[src/rtl/cpt_cascade_hi_if.sv]
// Bus between the upper-count cascade stage and its controller: run control,
// lower-counter value, load/compare inputs and the status outputs.
interface cpt_cascade_hi_if #(
    parameter int HI_W = 5
);
    logic              start;
    logic              stop;
    logic [2:0]        cpt_lo;
    logic              load;
    logic [HI_W-1:0]   load_val;
    logic [HI_W+2:0]   match_val;
    logic              activate;
    logic [HI_W-1:0]   cpt_hi;
    logic              match;
    logic              ovf;
    logic              running;

    modport master (
        output start, stop, cpt_lo, load, load_val, match_val,
        input  activate, cpt_hi, match, ovf, running
    );

    modport slave (
        input  start, stop, cpt_lo, load, load_val, match_val,
        output activate, cpt_hi, match, ovf, running
    );
endinterface

[src/rtl/cpt_cascade_hi.sv]
// Upper-order extension of a 3-bit lower counter: carries into an HI_W-bit
// upper count and owns the shared activate enable through a run-control FSM.
module cpt_cascade_hi #(
    parameter int HI_W          = 5,
    parameter bit STOP_ON_MATCH = 1'b1
) (
    input  logic             clk,
    input  logic             reset,
    cpt_cascade_hi_if.slave  bus
);
    typedef enum logic [1:0] {
        IDLE = 2'd0,
        RUN  = 2'd1,
        HALT = 2'd2
    } state_e;

    localparam logic [HI_W-1:0] HI_ONES = {HI_W{1'b1}};
    localparam logic [HI_W-1:0] HI_ONE  = HI_W'(1'b1);

    state_e          state_q, state_d;
    logic [HI_W-1:0] cpt_hi_q, cpt_hi_d;
    logic            match_q, match_d;
    logic            ovf_q, ovf_d;
    logic            activate_s;
    logic            carry_s;
    logic            hit_s;

    // activate is a pure decode of the registered state, so it is glitch-free
    assign activate_s = (state_q == RUN);
    assign carry_s    = activate_s & (bus.cpt_lo == 3'd7);
    assign hit_s      = activate_s & ({cpt_hi_q, bus.cpt_lo} == bus.match_val);

    // Run-control next state; stop dominates start everywhere
    always_comb begin
        state_d = state_q;
        case (state_q)
            IDLE: begin
                if (bus.start && !bus.stop) state_d = RUN;
                else                        state_d = IDLE;
            end
            RUN: begin
                if (bus.stop)                         state_d = HALT;
                else if (STOP_ON_MATCH && hit_s)      state_d = HALT;
                else                                  state_d = RUN;
            end
            HALT: begin
                if (bus.start && !bus.stop) state_d = RUN;
                else                        state_d = HALT;
            end
            default: state_d = IDLE;
        endcase
    end

    // Upper count, sticky wrap flag and compare pulse; load beats carry
    always_comb begin
        cpt_hi_d = cpt_hi_q;
        ovf_d    = ovf_q;
        match_d  = hit_s;
        if (bus.load) begin
            cpt_hi_d = bus.load_val;
        end else if (carry_s) begin
            cpt_hi_d = cpt_hi_q + HI_ONE;
            if (cpt_hi_q == HI_ONES) ovf_d = 1'b1;
            else                     ovf_d = ovf_q;
        end else begin
            cpt_hi_d = cpt_hi_q;
        end
    end

    // State and datapath registers with synchronous reset
    always_ff @(posedge clk) begin
        if (reset) begin
            state_q  <= IDLE;
            cpt_hi_q <= '0;
            match_q  <= 1'b0;
            ovf_q    <= 1'b0;
        end else begin
            state_q  <= state_d;
            cpt_hi_q <= cpt_hi_d;
            match_q  <= match_d;
            ovf_q    <= ovf_d;
        end
    end

    assign bus.activate = activate_s;
    assign bus.running  = activate_s;
    assign bus.cpt_hi   = cpt_hi_q;
    assign bus.match    = match_q;
    assign bus.ovf      = ovf_q;
endmodule

[src/flat_wrapper.sv]
// flat-port wrapper written by rule: the top's interface ports become plain ports
module cpt_cascade_hi_flat 
#(
    parameter int HI_W          = 5,
    parameter bit STOP_ON_MATCH = 1'b1
)
  (clk, reset, bus_start, bus_stop, bus_cpt_lo, bus_load, bus_load_val, bus_match_val, bus_activate, bus_cpt_hi, bus_match, bus_ovf, bus_running);
  cpt_cascade_hi_if #(.HI_W(HI_W)) bus_i ();
  input  logic clk;
  input  logic reset;
  input wire logic [$bits(bus_i.start)-1:0] bus_start;
  input wire logic [$bits(bus_i.stop)-1:0] bus_stop;
  input wire logic [$bits(bus_i.cpt_lo)-1:0] bus_cpt_lo;
  input wire logic [$bits(bus_i.load)-1:0] bus_load;
  input wire logic [$bits(bus_i.load_val)-1:0] bus_load_val;
  input wire logic [$bits(bus_i.match_val)-1:0] bus_match_val;
  output wire logic [$bits(bus_i.activate)-1:0] bus_activate;
  output wire logic [$bits(bus_i.cpt_hi)-1:0] bus_cpt_hi;
  output wire logic [$bits(bus_i.match)-1:0] bus_match;
  output wire logic [$bits(bus_i.ovf)-1:0] bus_ovf;
  output wire logic [$bits(bus_i.running)-1:0] bus_running;
  assign bus_i.start = bus_start;
  assign bus_i.stop = bus_stop;
  assign bus_i.cpt_lo = bus_cpt_lo;
  assign bus_i.load = bus_load;
  assign bus_i.load_val = bus_load_val;
  assign bus_i.match_val = bus_match_val;
  assign bus_activate = bus_i.activate;
  assign bus_cpt_hi = bus_i.cpt_hi;
  assign bus_match = bus_i.match;
  assign bus_ovf = bus_i.ovf;
  assign bus_running = bus_i.running;
  cpt_cascade_hi #(.HI_W(HI_W), .STOP_ON_MATCH(STOP_ON_MATCH)) u_core (.clk(clk), .reset(reset), .bus(bus_i));
endmodule
[config.mk]
export PLATFORM = sky130hd
export DESIGN_NAME = cpt_cascade_hi_flat
export DESIGN_NICKNAME = d
export VERILOG_FILES = /design/src/rtl/cpt_cascade_hi_if.sv /design/src/rtl/cpt_cascade_hi.sv /design/src/flat_wrapper.sv
export SDC_FILE = /design/constraint.sdc
export NUM_CORES = 1
export LEC_CHECK = 0
export BUFFER_PORTS_ARGS = -buffer_cell sky130_fd_sc_hd__buf_2
export CORE_AREA = 5 5 42 44
export CTS_BUF_LIST = sky130_fd_sc_hd__clkbuf_8
export DETAILED_ROUTE_END_ITERATION = 8
export DIE_AREA = 0 0 47 49
export GPL_TIMING_DRIVEN = 1
export PLACE_DENSITY = 0.81
export SETUP_SLACK_MARGIN = 0.15
export SLEW_MARGIN = 5
export SYNTH_ARGS = -nofsm -noshare
export SYNTH_HDL_FRONTEND = slang
export SYNTH_SLANG_ARGS = --single-unit
[constraint.sdc]
create_clock -name clk -period 3.6 [get_ports clk]
set_input_delay 0.72 -clock clk [delete_from_list [all_inputs] [get_ports clk]]
set_output_delay 0.72 -clock clk [all_outputs]
set_load 0.02 [all_outputs]
==> flow_summary.ini, run 1 <==
[outcome]
status = complete, no violations

[synthesis]
yosys-top-cells-area = dfxtp_1 34%, xor2_1 12%, nor2_1 5.0%, xnor2_1 5.0%, ha_1 4.7%
synthFlopType = dfxtp_1
synth.cell_area_um2 = 530.5
synth.yosys.seq_area_share_pct = 33.96
syn_area_per_cell_um2 = 8.557
syn_inst = 62
synthMuxAreaShare_pct = 0
synth-seq-cells = 9
synthDistinctLibCells = 28
yosysMostFrequentCell = dfxtp_1
syn-num-nets = 85
synth_xor_area_share_pct = 16.51
yosys.area.top_type_share_pct = 33.96
synth-simple-area-share_pct = 25.47
yosysTopAreaCell = dfxtp_1
synthTopCellsByCount = 9 x dfxtp_1, 7 x nor2_1, 7 x xor2_1
synth_top_family_by_area = simple AND/OR/NAND/NOR gates
yosys_warnings = 0
synth-async-reset-ratio_pct = 0
synth_edf_count = 0
synth-compound-area-share_pct = 14.39
synthAdderAreaFrac_pct = 4.717

[timing]
fmax_mhz = 598.0
final.period_utilization_pct = 46.45
worst-slew-pin-transition_ns = 0.2834
fin_skew_ns = 0.001897
max_slew_margin_pct = 81.06
final_max_slew_viol_count = 0
rsz0062_at_grt = no
finalHoldViolCount = 0
setup_ws_ns = 1.928
finalSetupViolations = 0
fin_crit_ns = 1.672
tns_ns = 0
holdWs_ns = 0.4823

[clock_tree]
cts_buffer_depth = 2
numCtsBuffers = 3
cts_setup_buffers = 0
clk_latency_ns = 0.23
cts_resized = 0
cts.clk_slew.worst_paths_ns = 0.05
htreeDepth = 1
cts-root-buf = clkbuf_8
holdBufCountCts = 0
cts.sinks = 9
cts_tree = built

[pwr]
irDropWorstVdd_v = 0.0002010
p_total_mw = 0.2772
power_density_nw_per_um2 = 380.1
p_leak_nw = 0.3591

[routing]
drt_pre_antenna_iters = 3
drtIter0Drc = 2
ant_nets = 0
finalWirelength_mm = 1.307
dr_total_vias = 539
vias_per_cell = 4.945
post_drt_wl_per_cell_um = 11.99
drc = 0

[place]
pre_cts_slack_ns = 1.830
dpl_cell_area_um2 = 684.4
gp_congestion = 0.7561
numPortBuffers = 29
placedCellCount = 105
dp.final_hpwl_mm = 1.074

[worst_setup_path]
worstRegToRegCells = 5
critPathRequiredTime_ns = 2.88
crit_arrival_ns = 0.95
end_kind = output pin
critPathMaxFanout = 6
worstSetupPathType = flop to output pin
startpoint_type = flop

[finish]
fin_util_pct = 52.05
fin_nets = 117
area_delta_synth_final_pct = 37.50
drive_gt1_share_pct = 38.71
n_antenna_cell = 0
final_cells = 109
final_area_um2 = 729.5

[grt]
grt_pass1_vias = 545
grt.total_usage_pct = 13.12
grt_start_max_net_pins = 11
antenna_found_initial = 0
grt-ovfl-total = 0
grt_first_pass_wirelength_mm = 2.201

[min_path]
hold_path_class = flop to flop
worstHoldPathCells = 2

[floorplanning]
rows = 14
initial_core_util_pct = 37.86
die_y_um = 49
die_area_um2 = 2303
die-width_um = 47
io_pins = 30
core_area_um2 = 1401

[flow_run]
maxCapViolations = 0
==> area by class of cell <==
| class | instances | area (µm²) |
|---|---|---|
| Multi-Input combinational cell | 47 | 324.1 |
| Fill cell | 141 | 671.9 |
| Clock inverter | 1 | 3.754 |
| Inverter | 4 | 15.01 |
| Timing Repair Buffer | 29 | 145.1 |
| Clock buffer | 3 | 41.29 |
| Sequential cell | 9 | 180.2 |
| Tap cell | 16 | 20.02 |
==> worst paths after layout <==
path,start,endpoint,slack (ns)
worst max-delay path,u_core.state_q[0],bus_running,1.93
worst min-delay path,u_core.bus.ovf,u_core.bus.ovf,0.48
worst max register to register,u_core.bus.cpt_hi[0],u_core.bus.cpt_hi[4],2.17
worst min register to register,u_core.bus.ovf,u_core.bus.ovf,0.48
==> metal layers <==
layer,vias up,wire length (µm),global-route usage [%]
li1,277,-,-
met1,241,534,13.69
met2,17,658,22.17
met3,4,98,4.059
met4,0,16,6.912
met5,-,0,0
==> kinds of logic (layout without fill, tap and decap cells) <==
group                    Yosys count  count (layout)
AO/OA/AOI/OAI                     10              10
buffers and inverters              6              37
XOR/XNOR                          10              10
AND/OR/NAND/NOR                   25              25
flip-flops                         9               9
adder cells (fa/ha/maj)            2               2
==> power breakdown <==
| part | switching, mW | leakage, nW | internal, mW |
|---|---|---|---|
| logic | 0.0260 | 0.258 | 0.0235 |
| clock network | 0.0416 | 0.0269 | 0.0744 |
| registers | 0.00667 | 0.0740 | 0.105 |
==> placed cells by master, fill, tap and decap left out, drive strengths merged <==
| cell | count |
|---|---|
| dfxtp | 9 |
| nor3 | 1 |
| nand3 | 2 |
| buf | 29 |
| or3 | 1 |
| or2 | 1 |
| nor2 | 8 |
| ha | 2 |
| xor2 | 7 |
| xnor2 | 3 |
| nor4b | 1 |
| inv | 5 |
| nor4 | 1 |
| nand2 | 5 |
| a211oi | 3 |
| a2111oi | 1 |
| and4 | 1 |
| nand2b | 2 |
| and3 | 1 |
| clkbuf | 3 |
| a31oi | 1 |
| a311oi | 2 |
| nand4 | 1 |
| a21oi | 3 |
==> sequential cells by signal, summed over array words and instances, names as in the netlist <==
signal	flops
u_core.bus.cpt_hi	5
u_core.state_q	2
u_core.bus.ovf	1
u_core.bus.match	1
==> critical path, stage by stage, from the launching register on <==
cell and delay (ns):
dfxtp_1 0.38, nand2b_4 0.09, inv_1 0.08, buf_2 0.16
(Power assumes the default switching activity.)
==> run 2, diff against run 1 <==
clock period = 1.6 ns   (was 3.6 ns; I/O delays follow)
==> run 2 against run 1 <==
Count of clock-buffer cells in the layout stayed put. Flip-flop and latch count is the same. Via count up 3.5%. Largest cell class unchanged.
==> flow_summary.ini, run 2 (synthesis gave the netlist of run 1 again) <==
[timing]
fin_skew_ns = 0.003559
rsz0062_at_grt = no
tns_ns = 0
final.period_utilization_pct = 88.13
finalSetupViolations = 0
max_slew_margin_pct = 80.69
finalHoldViolCount = 0
worst-slew-pin-transition_ns = 0.2889
fmax_mhz = 709.2
final_max_slew_viol_count = 0
fin_crit_ns = 1.410

[grt]
antenna_found_initial = 0
grt.total_usage_pct = 12.76
grt_first_pass_wirelength_mm = 2.152
grt-ovfl-total = 0
grt_pass1_vias = 545
grt_start_max_net_pins = 11

[clock_tree]
cts_tree = built
numCtsBuffers = 3
htreeDepth = 1
cts-root-buf = clkbuf_8
cts.sinks = 9
cts.clk_slew.worst_paths_ns = 0.05
clk_latency_ns = 0.23
cts_buffer_depth = 2

[finish]
n_antenna_cell = 0
fin_nets = 117
area_delta_synth_final_pct = 37.97
drive_gt1_share_pct = 40.86
layout_commonest_cell = buf_2
largest_register_ffs = 5
mostFrequentLayoutCells = 29 x buf_2, 7 x nor2_1, 7 x xor2_1, 7 x dfxtp_1, 5 x nand2_1

[worst_setup_path]
reg2reg_to = u_core.bus.cpt_hi[4]
end_kind = flop
rrSetupSlack_ns = 0.19
critPathMaxFanout = 5
r2r_start = u_core.bus.cpt_hi[0]
critPathRequiredTime_ns = 1.74
worstSetupPathType = flop to flop
worstRegToRegCells = 5
crit_arrival_ns = 1.55
startpoint_type = flop

[min_path]
worstHoldPathCells = 2
hold_path_class = primary input to flop
hp-start = bus_stop
hold_end = u_core.state_q[0]

[pwr]
p_leak_nw = 0.3596
power_density_nw_per_um2 = 847.2
seqPwrFrac_pct = 40.6
swShare_pct = 26.26
p_comb_share_pct = 18.4
irDropWorstVdd_v = 0.0004699
p_total_mw = 0.6201
clockPowerShare_pct = 41.1
p_switching_mw = 0.1628
intPower_mw = 0.4573

[routing]
drt_pre_antenna_iters = 4
vias_per_cell = 5.119
finalWirelength_mm = 1.335
drc = 0
dr_total_vias = 558
post_drt_wl_per_cell_um = 12.25
ant_nets = 0
drtIter0Drc = 12

[floorplanning]
initial_core_util_pct = 37.86
die_area_um2 = 2303
rows = 14
core_area_um2 = 1401
die_y_um = 49
io_pins = 30
die-width_um = 47

[place]
numPortBuffers = 29
gp_congestion = 0.7246
dp.final_hpwl_mm = 1.072

[flow_run]
maxCapViolations = 0

[outcome]
status = complete, no violations
run 2: cell count changes in the layout (fill, tap and decap cells not counted):
cell	delta
dfxtp_1	-2
dfxtp_2	+2
run 2: repair_timing:
action,CTS,global route
buffers inserted,0,0
hold buffers,0,0
endpoints found under the setup margin,0,1
resized for setup,0,2
run 2: worst max-delay path, cell delays in order (launching register included):
cell and delay [ns]:
dfxtp_2 0.34, ha_1 0.22, and3_1 0.19, ha_1 0.28, nand2_1 0.05, a311oi_1 0.24
run 2: power groups by stage:
stage                     logic (mW)  clock network [mW]  registers (mW)
after floorplan               0.0559                   0           0.264
after global placement         0.111                   0           0.254
after detailed placement       0.114                   0           0.255
after CTS                      0.115               0.258           0.251
after global routing           0.126               0.275           0.254
final                          0.114               0.255           0.252
run 2: worst max-delay path by stage:
stage | start | endpoint | slack, ns
finish | u_core.bus.cpt_hi[0] | u_core.bus.cpt_hi[4] | 0.19
CTS | u_core.bus.cpt_hi[0] | u_core.bus.cpt_hi[4] | 0.16
floorplan | u_core.bus.cpt_hi[0] | u_core.bus.cpt_hi[4] | 0.16
global placement | u_core.bus.cpt_hi[0] | u_core.bus.cpt_hi[4] | 0.23
global route | u_core.bus.cpt_hi[0] | u_core.bus.cpt_hi[4] | 0.16
detailed placement | u_core.bus.cpt_hi[0] | u_core.bus.cpt_hi[4] | 0.19
run 2: layout make-up:
cell class              count  area [µm²]
clock buffers               3       41.29
repair buffers             29       145.1
multi-input cells          47       324.1
clock inverters             1       3.754
fillers                   153       669.4
inverters                   4       15.01
well taps                  16       20.02
flip-flops and latches      9       182.7
run 2: metal layers:
| layer | wire, µm | GRT usage, % | part of all wire (%) |
|---|---|---|---|
| met2 | 716 | 21.27 | 54 |
| met5 | 0 | 0 | 0 |
| met3 | 121 | 3.321 | 9.1 |
| met4 | 0 | 5.530 | 0 |
| met1 | 498 | 14.57 | 37 |
run 2: stage by stage:
step                hold WS [ns]  worst slack [ns]  cells  cell area (µm²)  utilization [%]
detailed placement        0.4674            0.1873    105            684.4            48.84
CTS                       0.2669            0.1646    109            729.5            52.05
global route              0.2752            0.1574    109            732.0            52.23
global placement          0.4565            0.2306    105            684.4            48.84
finish                    0.2678            0.1899    109            732.0            52.23
floorplan                 0.3967            0.1625     62            530.5                -
==> run 3, diff against run 2 <==
BUFFER_PORTS_ARGS = -buffer_cell sky130_fd_sc_hd__buf_4   (was -buffer_cell sky130_fd_sc_hd__buf_2)
CORE_AREA = 2 2 39 41   (was 5 5 42 44)
DIE_AREA = 0 0 41 43   (was 0 0 47 49)
PLACE_DENSITY = 0.72   (was 0.81)
==> run 3 against run 2 <==
Die area is 23% lower. Clock power is 2% higher. Combinational power is 18% higher. Highest routed layer is now met4.
==> flow_summary.ini, run 3 (synthesis gave the netlist of run 1 again) <==
[grt]
grt.met1_usage_pct = 19.61
use_met3_pct = 2.094
grt_start_max_net_pins = 11
grt-ovfl-total = 0
antenna_found_initial = 0
grt_pass1_vias = 509
grt_first_pass_wirelength_mm = 2.042
grt-busiest-layer = met2
met2_usage_pct = 26.88
grt.total_usage_pct = 16.95

[min_path]
hold_path_class = primary input to flop

[pwr]
p_switching_mw = 0.1674
p_comb_share_pct = 20.7
intPower_mw = 0.4782
seqPwrFrac_pct = 39.2
clockPowerShare_pct = 40.1
swShare_pct = 25.93
p_leak_nw = 0.3785
power_density_nw_per_um2 = 781.8
irDropWorstVdd_v = 0.0003802

[timing]
tns_ns = 0
max_slew_margin_pct = 80.14
finalHoldViolCount = 0
fmax_mhz = 748.3
fin_skew_ns = 0.008971
rsz0062_at_grt = no
final.period_utilization_pct = 83.52
final_max_slew_viol_count = 0
worst-slew-pin-transition_ns = 0.2972
fin_crit_ns = 1.336
finalSetupViolations = 0

[routing]
ant_nets = 0
vias_per_cell = 5.046
post_drt_wl_per_cell_um = 11.85
finalWirelength_mm = 1.292
dr_total_vias = 550
drt_pre_antenna_iters = 3
drtIter0Drc = 4
drc = 0

[place]
gp_congestion = 0.7428
numPortBuffers = 29
dp.final_hpwl_mm = 1.029

[floorplanning]
rows = 14
core_area_um2 = 1384
io_pins = 30
die-width_um = 41
initial_core_util_pct = 38.34
die_area_um2 = 1763
die_y_um = 43

[worst_setup_path]
reg2reg_to = u_core.bus.cpt_hi[4]
r2r_start = u_core.bus.cpt_hi[0]
critPathRequiredTime_ns = 1.74
rrSetupSlack_ns = 0.26
startpoint_type = flop
crit_arrival_ns = 1.48
worstRegToRegCells = 5
critPathMaxFanout = 5
worstSetupPathType = flop to flop
critPathLaunch = u_core.bus.cpt_hi[0]
critPathCapture = u_core.bus.cpt_hi[4]
end_kind = flop

[clock_tree]
cts_buffer_depth = 2
holdBufCountCts = 0
htreeDepth = 1
cts.clk_slew.worst_paths_ns = 0.05
cts_setup_buffers = 0
cts_resized = 0
numCtsBuffers = 3
clk_latency_ns = 0.23
cts_tree = built
cts-root-buf = clkbuf_8
cts.sinks = 9

[finish]
drive_gt1_share_pct = 43.01
fin_util_pct = 59.67
layout_commonest_cell = buf_4
fin_nets = 117
n_antenna_cell = 0
mostFrequentLayoutCells = 29 x buf_4, 7 x nor2_1, 7 x xor2_1, 7 x dfxtp_1, 5 x nand2_1
area_delta_synth_final_pct = 55.66
multi_input_area_um2 = 342.8
largest_register_ffs = 5
regArea_um2 = 185.2
fill_cells = 139

[flow_run]
maxCapViolations = 0

[outcome]
status = complete, no violations
[run 3: cell types whose count changed in the layout (fill, tap and decap cells not counted)]
cell	change
dfxtp_2	-1
a311oi_1	-1
buf_2	-29
ha_1	-1
ha_4	+1
a311oi_2	+1
buf_4	+29
dfxtp_4	+1
[run 3: power by group through the flow]
stage	clock network [mW]	registers (mW)	logic [mW]
floorplan	0	0.264	0.0559
global placement	0	0.255	0.131
detailed placement	0	0.255	0.132
CTS	0.262	0.251	0.133
global route	0.269	0.255	0.150
finish	0.259	0.253	0.134
[run 3: worst min path at each step]
stage                              start                end  slack, ns  depth (start not counted)
final                           bus_stop  u_core.state_q[0]       0.27                          2
after global routing            bus_stop  u_core.state_q[0]       0.27                          2
after CTS                       bus_stop  u_core.state_q[0]       0.26                          2
after detailed placement  u_core.bus.ovf     u_core.bus.ovf       0.48                          2
after global placement    u_core.bus.ovf     u_core.bus.ovf       0.47                          2
after floorplan                 bus_stop  u_core.state_q[0]       0.40                          1
[run 3: routing by layer]
layer	wire length (µm)	share of wire [%]
met1	512	40
met5	0	0
met2	629	49
met4	19	1.5
met3	130	10
[run 3: layout make-up]
type / instances / share of cell area [%]
flip-flops and latches: 9 / 22.42
clock buffers: 3 / 5.000
inverters: 4 / 1.818
multi-input cells: 47 / 41.52
clock inverters: 1 / 0.4545
repair buffers: 29 / 26.36
well taps: 16 / 2.424
[run 3: critical path, cell delays in order (launching register included)]
cell,delay (ns)
dfxtp_4,0.36
ha_4,0.16
and3_1,0.17
ha_1,0.27
nand2_1,0.05
a311oi_2,0.22
[run 3: metrics by stage]
| stage | power [mW] | instances | instance area (µm²) | setup WS [ns] | hold WS [ns] |
|---|---|---|---|---|---|
| 2_1_floorplan | 0.3194 | 62 | 530.5 | 0.1625 | 0.3967 |
| 3_3_place_gp | 0.3853 | 105 | 757.0 | 0.2252 | 0.4661 |
| 3_5_place_dp | 0.3870 | 105 | 757.0 | 0.1913 | 0.4755 |
| 4_1_cts | 0.6459 | 109 | 802.0 | 0.1655 | 0.2627 |
| 5_1_grt | 0.6738 | 109 | 825.8 | 0.1544 | 0.2712 |
| 6_report | 0.6456 | 109 | 825.8 | 0.2637 | 0.2669 |
